[config.mk]
export PLATFORM = sky130hd
export DESIGN_NAME = timer_irq_ctrl
export DESIGN_NICKNAME = d
export VERILOG_FILES = /design/src/rtl/timer_irq_ctrl_pkg.sv /design/src/rtl/timer_core.sv /design/src/rtl/timer_irq_ctrl.sv
export SDC_FILE = /design/constraint.sdc
export NUM_CORES = 1
export LEC_CHECK = 0
export CELL_PAD_IN_SITES_DETAIL_PLACEMENT = 0
export CELL_PAD_IN_SITES_GLOBAL_PLACEMENT = 1
export CORE_MARGIN = 5
export CORE_UTILIZATION = 44
export CTS_BUF_LIST = sky130_fd_sc_hd__clkbuf_2 sky130_fd_sc_hd__clkbuf_4 sky130_fd_sc_hd__clkbuf_8
export DETAILED_ROUTE_END_ITERATION = 16
export GPL_TIMING_DRIVEN = 0
export PLACE_DENSITY = 0.95
export SLEW_MARGIN = 5
export SYNTH_ARGS = -nofsm -noshare
export SYNTH_HDL_FRONTEND = slang
export SYNTH_HIERARCHICAL = 1
export SYNTH_SLANG_ARGS = --single-unit
export TNS_END_PERCENT = 100
[constraint.sdc]
create_clock -name clk -period 7.4 [get_ports clk]
set_input_delay 0.74 -clock clk [delete_from_list [all_inputs] [get_ports clk]]
set_output_delay 0.74 -clock clk [all_outputs]
set_load 0.01 [all_outputs]
[src/rtl/timer_irq_ctrl_pkg.sv]
// rtl/timer_irq_ctrl_pkg.sv - shared constants and types for the timer/interrupt block
package timer_irq_ctrl_pkg;

  localparam logic [7:0] ADDR_TH_DEFAULT      = 8'h00;
  localparam logic [7:0] ADDR_TL_DEFAULT      = 8'h04;
  localparam logic [7:0] ADDR_TCON_DEFAULT    = 8'h08;
  localparam logic [7:0] ADDR_SYSTICK_DEFAULT = 8'h14;

  localparam int TCON_EN = 0;
  localparam int TCON_IE = 1;
  localparam int TCON_IS = 2;

  localparam logic [31:0] RESET_VAL = 32'h0;
  localparam logic [31:0] TL_MAX    = 32'hFFFF_FFFF;

  typedef enum logic {
    ST_IDLE  = 1'b0,
    ST_COUNT = 1'b1
  } timer_state_e;

endpackage

[src/rtl/timer_core.sv]
// rtl/timer_core.sv - TH/TL reload counter with EN/IE/IS control bits
module timer_core
  import timer_irq_ctrl_pkg::*;
(
  input  logic        clk,
  input  logic        reset,
  input  logic        th_we_i,
  input  logic        tl_we_i,
  input  logic        tcon_we_i,
  input  logic [31:0] wdata_i,
  output logic [31:0] th_o,
  output logic [31:0] tl_o,
  output logic [2:0]  tcon_o
);

  logic [31:0]  th_q, th_d;
  logic [31:0]  tl_q, tl_d;
  logic [2:0]   tcon_q, tcon_d;
  logic         overflow;
  timer_state_e state;

  // Mode follows the pre-edge EN bit, so a write clearing EN still lets this edge count/reload.
  assign state = tcon_q[TCON_EN] ? ST_COUNT : ST_IDLE;

  always_comb begin
    th_d     = th_q;
    tl_d     = tl_q;
    tcon_d   = tcon_q;
    overflow = 1'b0;

    if (th_we_i) begin
      th_d = wdata_i;
    end

    if (tl_we_i) begin
      tl_d = wdata_i;
    end else if (state == ST_COUNT) begin
      if (tl_q == TL_MAX) begin
        overflow = 1'b1;
        tl_d     = th_q;
      end else begin
        tl_d = tl_q + 32'd1;
      end
    end

    if (tcon_we_i) begin
      tcon_d = wdata_i[2:0];
    end

    // Overflow set beats a software clear of IS in the same cycle.
    if (overflow && tcon_q[TCON_IE]) begin
      tcon_d[TCON_IS] = 1'b1;
    end
  end

  always_ff @(posedge clk) begin
    if (reset) begin
      th_q   <= RESET_VAL;
      tl_q   <= RESET_VAL;
      tcon_q <= RESET_VAL[2:0];
    end else begin
      th_q   <= th_d;
      tl_q   <= tl_d;
      tcon_q <= tcon_d;
    end
  end

  assign th_o   = th_q;
  assign tl_o   = tl_q;
  assign tcon_o = tcon_q;

endmodule

[src/rtl/timer_irq_ctrl.sv]
// rtl/timer_irq_ctrl.sv - memory-mapped timer, SYSTICK and IRQ source for the MIPS core
module timer_irq_ctrl
  import timer_irq_ctrl_pkg::*;
#(
  parameter logic [7:0] ADDR_TH      = ADDR_TH_DEFAULT,
  parameter logic [7:0] ADDR_TL      = ADDR_TL_DEFAULT,
  parameter logic [7:0] ADDR_TCON    = ADDR_TCON_DEFAULT,
  parameter logic [7:0] ADDR_SYSTICK = ADDR_SYSTICK_DEFAULT
) (
  input  logic        clk,
  input  logic        reset,
  input  logic        rd,
  input  logic        wr,
  input  logic [31:0] addr,
  input  logic [31:0] wdata,
  output logic [31:0] rdata,
  output logic        irqout
);

  logic [7:0]  addr_lo;
  logic        unused_addr_hi;
  logic        th_we, tl_we, tcon_we;
  logic [31:0] th, tl;
  logic [2:0]  tcon;
  logic [31:0] systick_q, systick_d;

  assign addr_lo        = addr[7:0];
  assign unused_addr_hi = ^addr[31:8];

  assign th_we   = wr && (addr_lo == ADDR_TH);
  assign tl_we   = wr && (addr_lo == ADDR_TL);
  assign tcon_we = wr && (addr_lo == ADDR_TCON);

  timer_core u_core (
    .clk       (clk),
    .reset     (reset),
    .th_we_i   (th_we),
    .tl_we_i   (tl_we),
    .tcon_we_i (tcon_we),
    .wdata_i   (wdata),
    .th_o      (th),
    .tl_o      (tl),
    .tcon_o    (tcon)
  );

  // SYSTICK is read-only; writes to its address fall through the decode.
  assign systick_d = systick_q + 32'd1;

  always_ff @(posedge clk) begin
    if (reset) begin
      systick_q <= RESET_VAL;
    end else begin
      systick_q <= systick_d;
    end
  end

  always_comb begin
    rdata = 32'h0;
    if (rd) begin
      if (addr_lo == ADDR_TH) begin
        rdata = th;
      end else if (addr_lo == ADDR_TL) begin
        rdata = tl;
      end else if (addr_lo == ADDR_TCON) begin
        rdata = {29'b0, tcon};
      end else if (addr_lo == ADDR_SYSTICK) begin
        rdata = systick_q;
      end
    end
  end

  assign irqout = tcon[TCON_IE] & tcon[TCON_IS];

endmodule

# Word level (Yosys, flattened, before mapping)

Cells that the tools add are included.

Output and inout bits: 33
Register bits after elaboration: 99
Logic and storage cells: 33

Mux-type cells: 14
Equality and inequality tests: 4
Add/sub/neg operators: 2
Reduce and logical (&&, ||, !) cells: 7
Bitwise operators: 1

Operators with widths:

| kind                  | number |
|---|---|
| $mux 32               | 8 |
| $add 32x1->32 const B | 2 |
| $eq 32x32->1 const B  | 1 |
| $eq 8x3->1 const B    | 1 |
| $eq 8x4->1 const B    | 1 |
| $eq 8x5->1 const B    | 1 |
| $logic_not 8->1       | 1 |
| $mux 1                | 5 |
| $logic_and 1x1->1     | 4 |
| $reduce_bool 2->1     | 2 |
| $mux 3                | 1 |
| $and 1x1->1           | 1 |

# Longest topological paths before layout

Depth after elaboration: 6
Mapped depth: 11

# Cells and area by module

The synthesis kept the hierarchy.

Modules (own cells, without submodules):

| module         | times used | area an instance (sq um) | cells each |
|---|---|---|---|
| timer_core     | 1          | 3548.4                   | 428 |
| timer_irq_ctrl | 1          | 2394.8                   | 295 |

# Worst setup path after synthesis

No wires, ideal clock.

Path type: input port to flip-flop
From: input addr[7]
To: register u_core.tl_q[29], in the netlist u_core/tl_o[29]
Slack: 4.250 ns
Stages on the path: 9
Data required time: 7.325 ns
Arrival time: 3.075 ns
Path through: or4_1 -> nor4b_2 -> buf_2 -> and3b_1 -> clkbuf_1 -> buf_1 -> clkbuf_1 -> a21oi_1 -> o22ai_1

Word-level cells in the longest chain between the ends: 3
Elaborated cells on any way between the ends: 4
Those cells by class: eq/ne: 1; mux: 1; reduce/logical: 2

RTL lines:

| what                                         | RTL line             | source |
|---|---|---|
| start: declaration                           | timer_irq_ctrl.sv:14 | `input logic [31:0] addr,` |
| $eq 8x3->1 (*)                               | timer_irq_ctrl.sv:31 | `assign tl_we = wr && (addr_lo == ADDR_TL);` |
| $logic_and 1x1->1 (*)                        | timer_irq_ctrl.sv:31 |  |
| net tl_we                                    | timer_irq_ctrl.sv:22 | `logic th_we, tl_we, tcon_we;` |
| $mux 32 or $reduce_bool 2->1 (tied branches) | -                    |  |
| end signal: assignment                       | timer_core.sv:63     | `tl_q <= tl_d;` |
| end: declaration                             | timer_core.sv:17     | `logic [31:0] tl_q, tl_d;` |

Mark *: on every way through the listed nets, which the timed path passes. The rest lies on a longest branch.
A chain may end at the register's enable or synchronous reset.

# Worst setup path in the final report

From: input addr[7]
To: output rdata[31]

Word-level cells in the longest chain between the ends: 6
Elaborated cells on any way between the ends: 9
Those cells by class: eq/ne: 3; mux: 5; reduce/logical: 1

RTL lines:

| what             | RTL line             | source |
|---|---|---|
| $eq 8x5->1       | timer_irq_ctrl.sv:66 | `end else if (addr_lo == ADDR_SYSTICK) begin` |
| $mux 32          | timer_irq_ctrl.sv:66 |  |
| $mux 32          | timer_irq_ctrl.sv:64 | `end else if (addr_lo == ADDR_TCON) begin` |
| $mux 32          | timer_irq_ctrl.sv:62 | `end else if (addr_lo == ADDR_TL) begin` |
| $mux 32 (*)      | timer_irq_ctrl.sv:60 | `if (addr_lo == ADDR_TH) begin` |
| $mux 32 (*)      | timer_irq_ctrl.sv:59 | `if (rd) begin` |
| end: declaration | timer_irq_ctrl.sv:16 | `output logic [31:0] rdata,` |

Every way passes the cells marked *; elsewhere a longest branch is shown, timed or not.

==> impl.org <==
** Yosys
- Of all flip-flops after synthesis, the portion carrying an async set or reset was 0%.
- Sequential elements use 33.3% of the synthesized area.
- List of most frequent post-synthesis cells :: sky130_fd_sc_hd__dfxtp_1 (99), sky130_fd_sc_hd__nor2_1 (66), sky130_fd_sc_hd__a21oi_1 (54)
- The synthesized design devotes to its leading area cell type between 30 and 40% of total area.
- For this run, the leading register cell type out of synthesis is sky130_fd_sc_hd__dfxtp_1.
- Leading cell type by number of instances after synthesis :: sky130_fd_sc_hd__dfxtp_1
- The synthesized design contains between 90 and 100 register bits.
- After synthesis, the netlist uses 56 different library cells.
- Nets in the synthesized netlist :: 793
- Cell accounting for the most synthesized area :: sky130_fd_sc_hd__dfxtp_1
- The synthesized netlist occupies a cell area of 0.00594 sq mm.
- Synthesis produced a netlist whose cell count is 723.
- Yosys mapped a number of flops with a built-in enable equal to 0.
- Post-synthesis area per instance :: 8.22 sq um
- Cells taking the most area after synthesis :: sky130_fd_sc_hd__dfxtp_1 (33%), sky130_fd_sc_hd__mux2i_1 (6.7%), sky130_fd_sc_hd__mux2_2 (5.7%), sky130_fd_sc_hd__a21oi_1 (4.5%), sky130_fd_sc_hd__nor2_1 (4.2%)
- Synth warn :: 6

** Critical path
- The cell that appears most often on the critical path is sky130_fd_sc_hd__clkdlybuf4s50_1.
- The critical path in this run is classified as input port to output pin.
- Buffers and inverters on the worst path :: 3
- Crit path cell chain :: clkdlybuf4s50_1 > or4_1 > nor4_1 > buf_2 > a22oi_1 > nor2b_1 > clkdlybuf4s50_1
- Biggest cell delay along the critical path :: 0.63 ns
- For the worst setup path, the data arrival time is 3.71 ns.
- The startpoint identified for the worst register-to-register timing path is u_core/tl_o[0].
- Broken down by cell family, the worst path's largest delay share belongs to simple AND/OR/NAND/NOR gates.
- STA classifies the critical path startpoint as an input port.
- The worst setup path is captured at an output pin.
- Tracing the worst setup path back leads to its startpoint at addr[7].
- Along the worst path, the maximum fanout reaches 10.
- STA puts the critical path data required time at approximately 6.7 ns.
- The largest individual stage delay along the critical path comes from the cell sky130_fd_sc_hd__or4_1.

** Detailed routing
- For this run, the detailed router's first-pass iteration total came to 6.
- Drc violations :: 0
- Total vias in the final route :: 6210
- Using the TritonRoute via totals, the vias-per-cell ratio works out to 6.27.
- Aggregate routed wire length :: 20.7 mm
- After detailed routing, the average wire length per cell comes to approximately 21 um.
- The detail route stage leaves a number of antenna-violating nets equal to 0.
- The first routing iteration left 799 violations.

** GRT
- The first global-routing pass estimated 33.0 mm of wire.
- Total gr overflow :: 0
- Maximum number of pins on one net before global-route repair :: 18
- Global-route usage over all layers :: between 20% and 30%
- The via count of the first global-routing pass is 6249.
- Antenna violations before repair :: 0

** Clock network
- The longest clock path from root to sink contains 2 buffers.
- The tree is rooted in a sky130_fd_sc_hd__clkbuf_8.
- Post-CTS timing repair inserted 0 buffers for setup.
- Clock sink total :: 99
- Resized Gates After CTS :: 0
- Clock tree synthesis inserted a total of 9 buffers.
- Cts hold-fix bufs :: 0
- Number of H-tree levels :: 3
- At the later pin of the worst-skew pair, clock insertion delay measures 0.38 ns.
- TritonCTS built the clock tree.
- Clock-pin slew was measured on the worst setup and hold paths at 0.11 ns.

** Timing
- Between clock sinks in the finished design, the worst skew comes to 0.00800 ns.
- Setup repair after global routing left no endpoint under its margin.
- Transition time at the pin with the least slew margin :: slightly below 0.9 ns
- Final number of max-transition violations :: 0
- Number of failing setup endpoints in the final timing report :: 0
- Worst Slack Setup Final :: 2.95 ns
- Tmin final :: between 4 and 5 ns
- After layout, the worst path uses 60.2% of the clock period.
- Sum Neg Setup Slack :: 0 ns
- Final Hold Violating Endpoints :: 0
- Headroom to the max-slew limit came out at 40.9%.
- Timing would allow up to 225 MHz.

** Cells and area
- Sequential cell area :: 0.00198 sq mm
- Synthesis-to-layout area growth :: 19.8%
- Final net count :: 879
- Share of cells above drive strength 1 :: 9.34%
- Summing all multi-input logic gate instances after layout gives 0.00368 sq mm.
- Counting the fill cells in the layout gives 1246.
- Antenna diode instance count :: 0
- Fraction of the core area covered by cells at the end of the flow :: 53.8%

** Die
- The floorplan step set the die height to about 130 um.
- The floorplan step defined a die boundary enclosing 0.0159 sq mm.
- The die is 126 um wide.
- Starting utilization of the core area :: between 40% and 50%
- In this run the standard cell core region covers 0.0132 sq mm.
- between 100 and 150 I/O pins were placed.
- Row generation in the floorplan step produced 42 rows.

** Placement
- The wire-length estimate of the detail-placed layout is 14.8 mm.
- Port Buffer Count :: between 70 and 80
- Routability-driven placement finished with a final weighted congestion of 0.944.
- Setup WS pre-CTS :: 2.76 ns

** Power
- P_leak :: between 2 and 2.5 nW
- Maximum vdd drop :: 0.0940 mV
- In this run the power density over the cells is 137 mW/mm^2.

** Hold path
- In this run the most critical hold path is launched from systick_q[0].
- Min-Delay Path Class :: flip-flop to flip-flop

** Job
- Maxcap violations :: 0

** Run status
- The flow ran to the end, and the final reports show no timing, DRC or antenna violations.
[kinds of logic after synthesis]
group                      after synthesis  synth area share (%)
and+or+nand+nor                        284                  27.2
AOI/OAI and AO/OA                      172                  18.2
DFF                                     99                  33.3
buffers and inverters                   72                  4.91
muxes                                   70                  12.4
xor gates and xnor gates                24                  3.54
adders and majority gates                2                 0.421
[placed cells by master (no fill, tap or decap), types with 3 or more instances in the layout]
cell type                          n
sky130_fd_sc_hd__or3_1             9
sky130_fd_sc_hd__inv_1            18
sky130_fd_sc_hd__a211oi_1          3
sky130_fd_sc_hd__xor2_1           15
sky130_fd_sc_hd__or2_2             5
sky130_fd_sc_hd__dfxtp_1          99
sky130_fd_sc_hd__xnor2_1           9
sky130_fd_sc_hd__o22ai_1          12
sky130_fd_sc_hd__o32ai_1           5
sky130_fd_sc_hd__buf_2             8
sky130_fd_sc_hd__and3_1           11
sky130_fd_sc_hd__o31ai_1          11
sky130_fd_sc_hd__a31oi_1           7
sky130_fd_sc_hd__a22oi_1          32
sky130_fd_sc_hd__nor2b_1          35
sky130_fd_sc_hd__o41ai_1           4
sky130_fd_sc_hd__a311oi_1          3
sky130_fd_sc_hd__and4_1            8
sky130_fd_sc_hd__nor3_1           20
sky130_fd_sc_hd__nand2_1          24
sky130_fd_sc_hd__o21ai_0          30
sky130_fd_sc_hd__or4_1            13
sky130_fd_sc_hd__nor3b_1          17
sky130_fd_sc_hd__clkbuf_8          9
sky130_fd_sc_hd__nor4_1           11
sky130_fd_sc_hd__and2_1            5
sky130_fd_sc_hd__or3_2             5
sky130_fd_sc_hd__nand4_1          12
sky130_fd_sc_hd__clkdlybuf4s50_1  75
sky130_fd_sc_hd__a21oi_1          54
sky130_fd_sc_hd__nor2_1           66
sky130_fd_sc_hd__mux2i_1          40
sky130_fd_sc_hd__mux2_2           30
sky130_fd_sc_hd__clkbuf_1         35
sky130_fd_sc_hd__nand3_1          30
sky130_fd_sc_hd__buf_1             9
[routing by layer]
metal | part of all wire [%] | routed length, um | up-vias | GRT usage [%]
met4 | 4.0 | 824 | 0 | 11.3
li1 | - | - | 2846 | -
met5 | 0 | 0 | - | 0
met3 | 8.6 | 1770 | 73 | 5.38
met2 | 47 | 9690 | 353 | 42.6
met1 | 41 | 8400 | 2938 | 32.0
[path summary, 6_finish.rpt]
| check | cells after the start | slack (ns) | endpoint |
|---|---|---|---|
| min | 1 | 0.51 | systick_q[0] |
| min reg2reg | 1 | 0.51 | systick_q[0] |
| max reg2reg | 7 | 4.55 | u_core/tl_o[24] |
| max | 7 | 2.95 | rdata[31] |
[flip-flops by register name, indices dropped and copies added (netlist names)]
name,flops
systick_q,32
u_core/th_o,32
u_core/tl_o,32
u_core/tcon_o,3
[area by class of cell]
cell class                 instances  share of cell area (%)
sequential                        99                    27.8
multi-input combinational        552                    51.6
clock buffer                       9                    1.74
timing repair buffer              75                    10.5
tap                              176                    3.09
buffer                            54                    3.15
inverter                          18                   0.949
clock inverter                     7                    1.07
[metrics by stage]
| step | power [mW] | cell area (sq um) | instances | hold WS, ns |
|---|---|---|---|---|
| 3_3_place_gp | 0.613 | 6910 | 974 | 0.473 |
| 4_1_cts | 0.975 | 7120 | 990 | 0.509 |
| 3_5_place_dp | 0.614 | 6920 | 974 | 0.486 |
| 2_1_floorplan | 0.573 | 5940 | 723 | 0.449 |
| 6_report | 0.975 | 7120 | 990 | 0.505 |
| 5_1_grt | 1.00 | 7120 | 990 | 0.527 |
[report_power, final]
| group | leakage (nW) | internal [mW] | switching [mW] |
|---|---|---|---|
| Combinational | 1.32 | 0.0316 | 0.0347 |
| Clock | 0.0962 | 0.159 | 0.213 |
| Sequential | 0.798 | 0.534 | 0.00276 |
No activity file was read; power rests on OpenSTA's default activity.
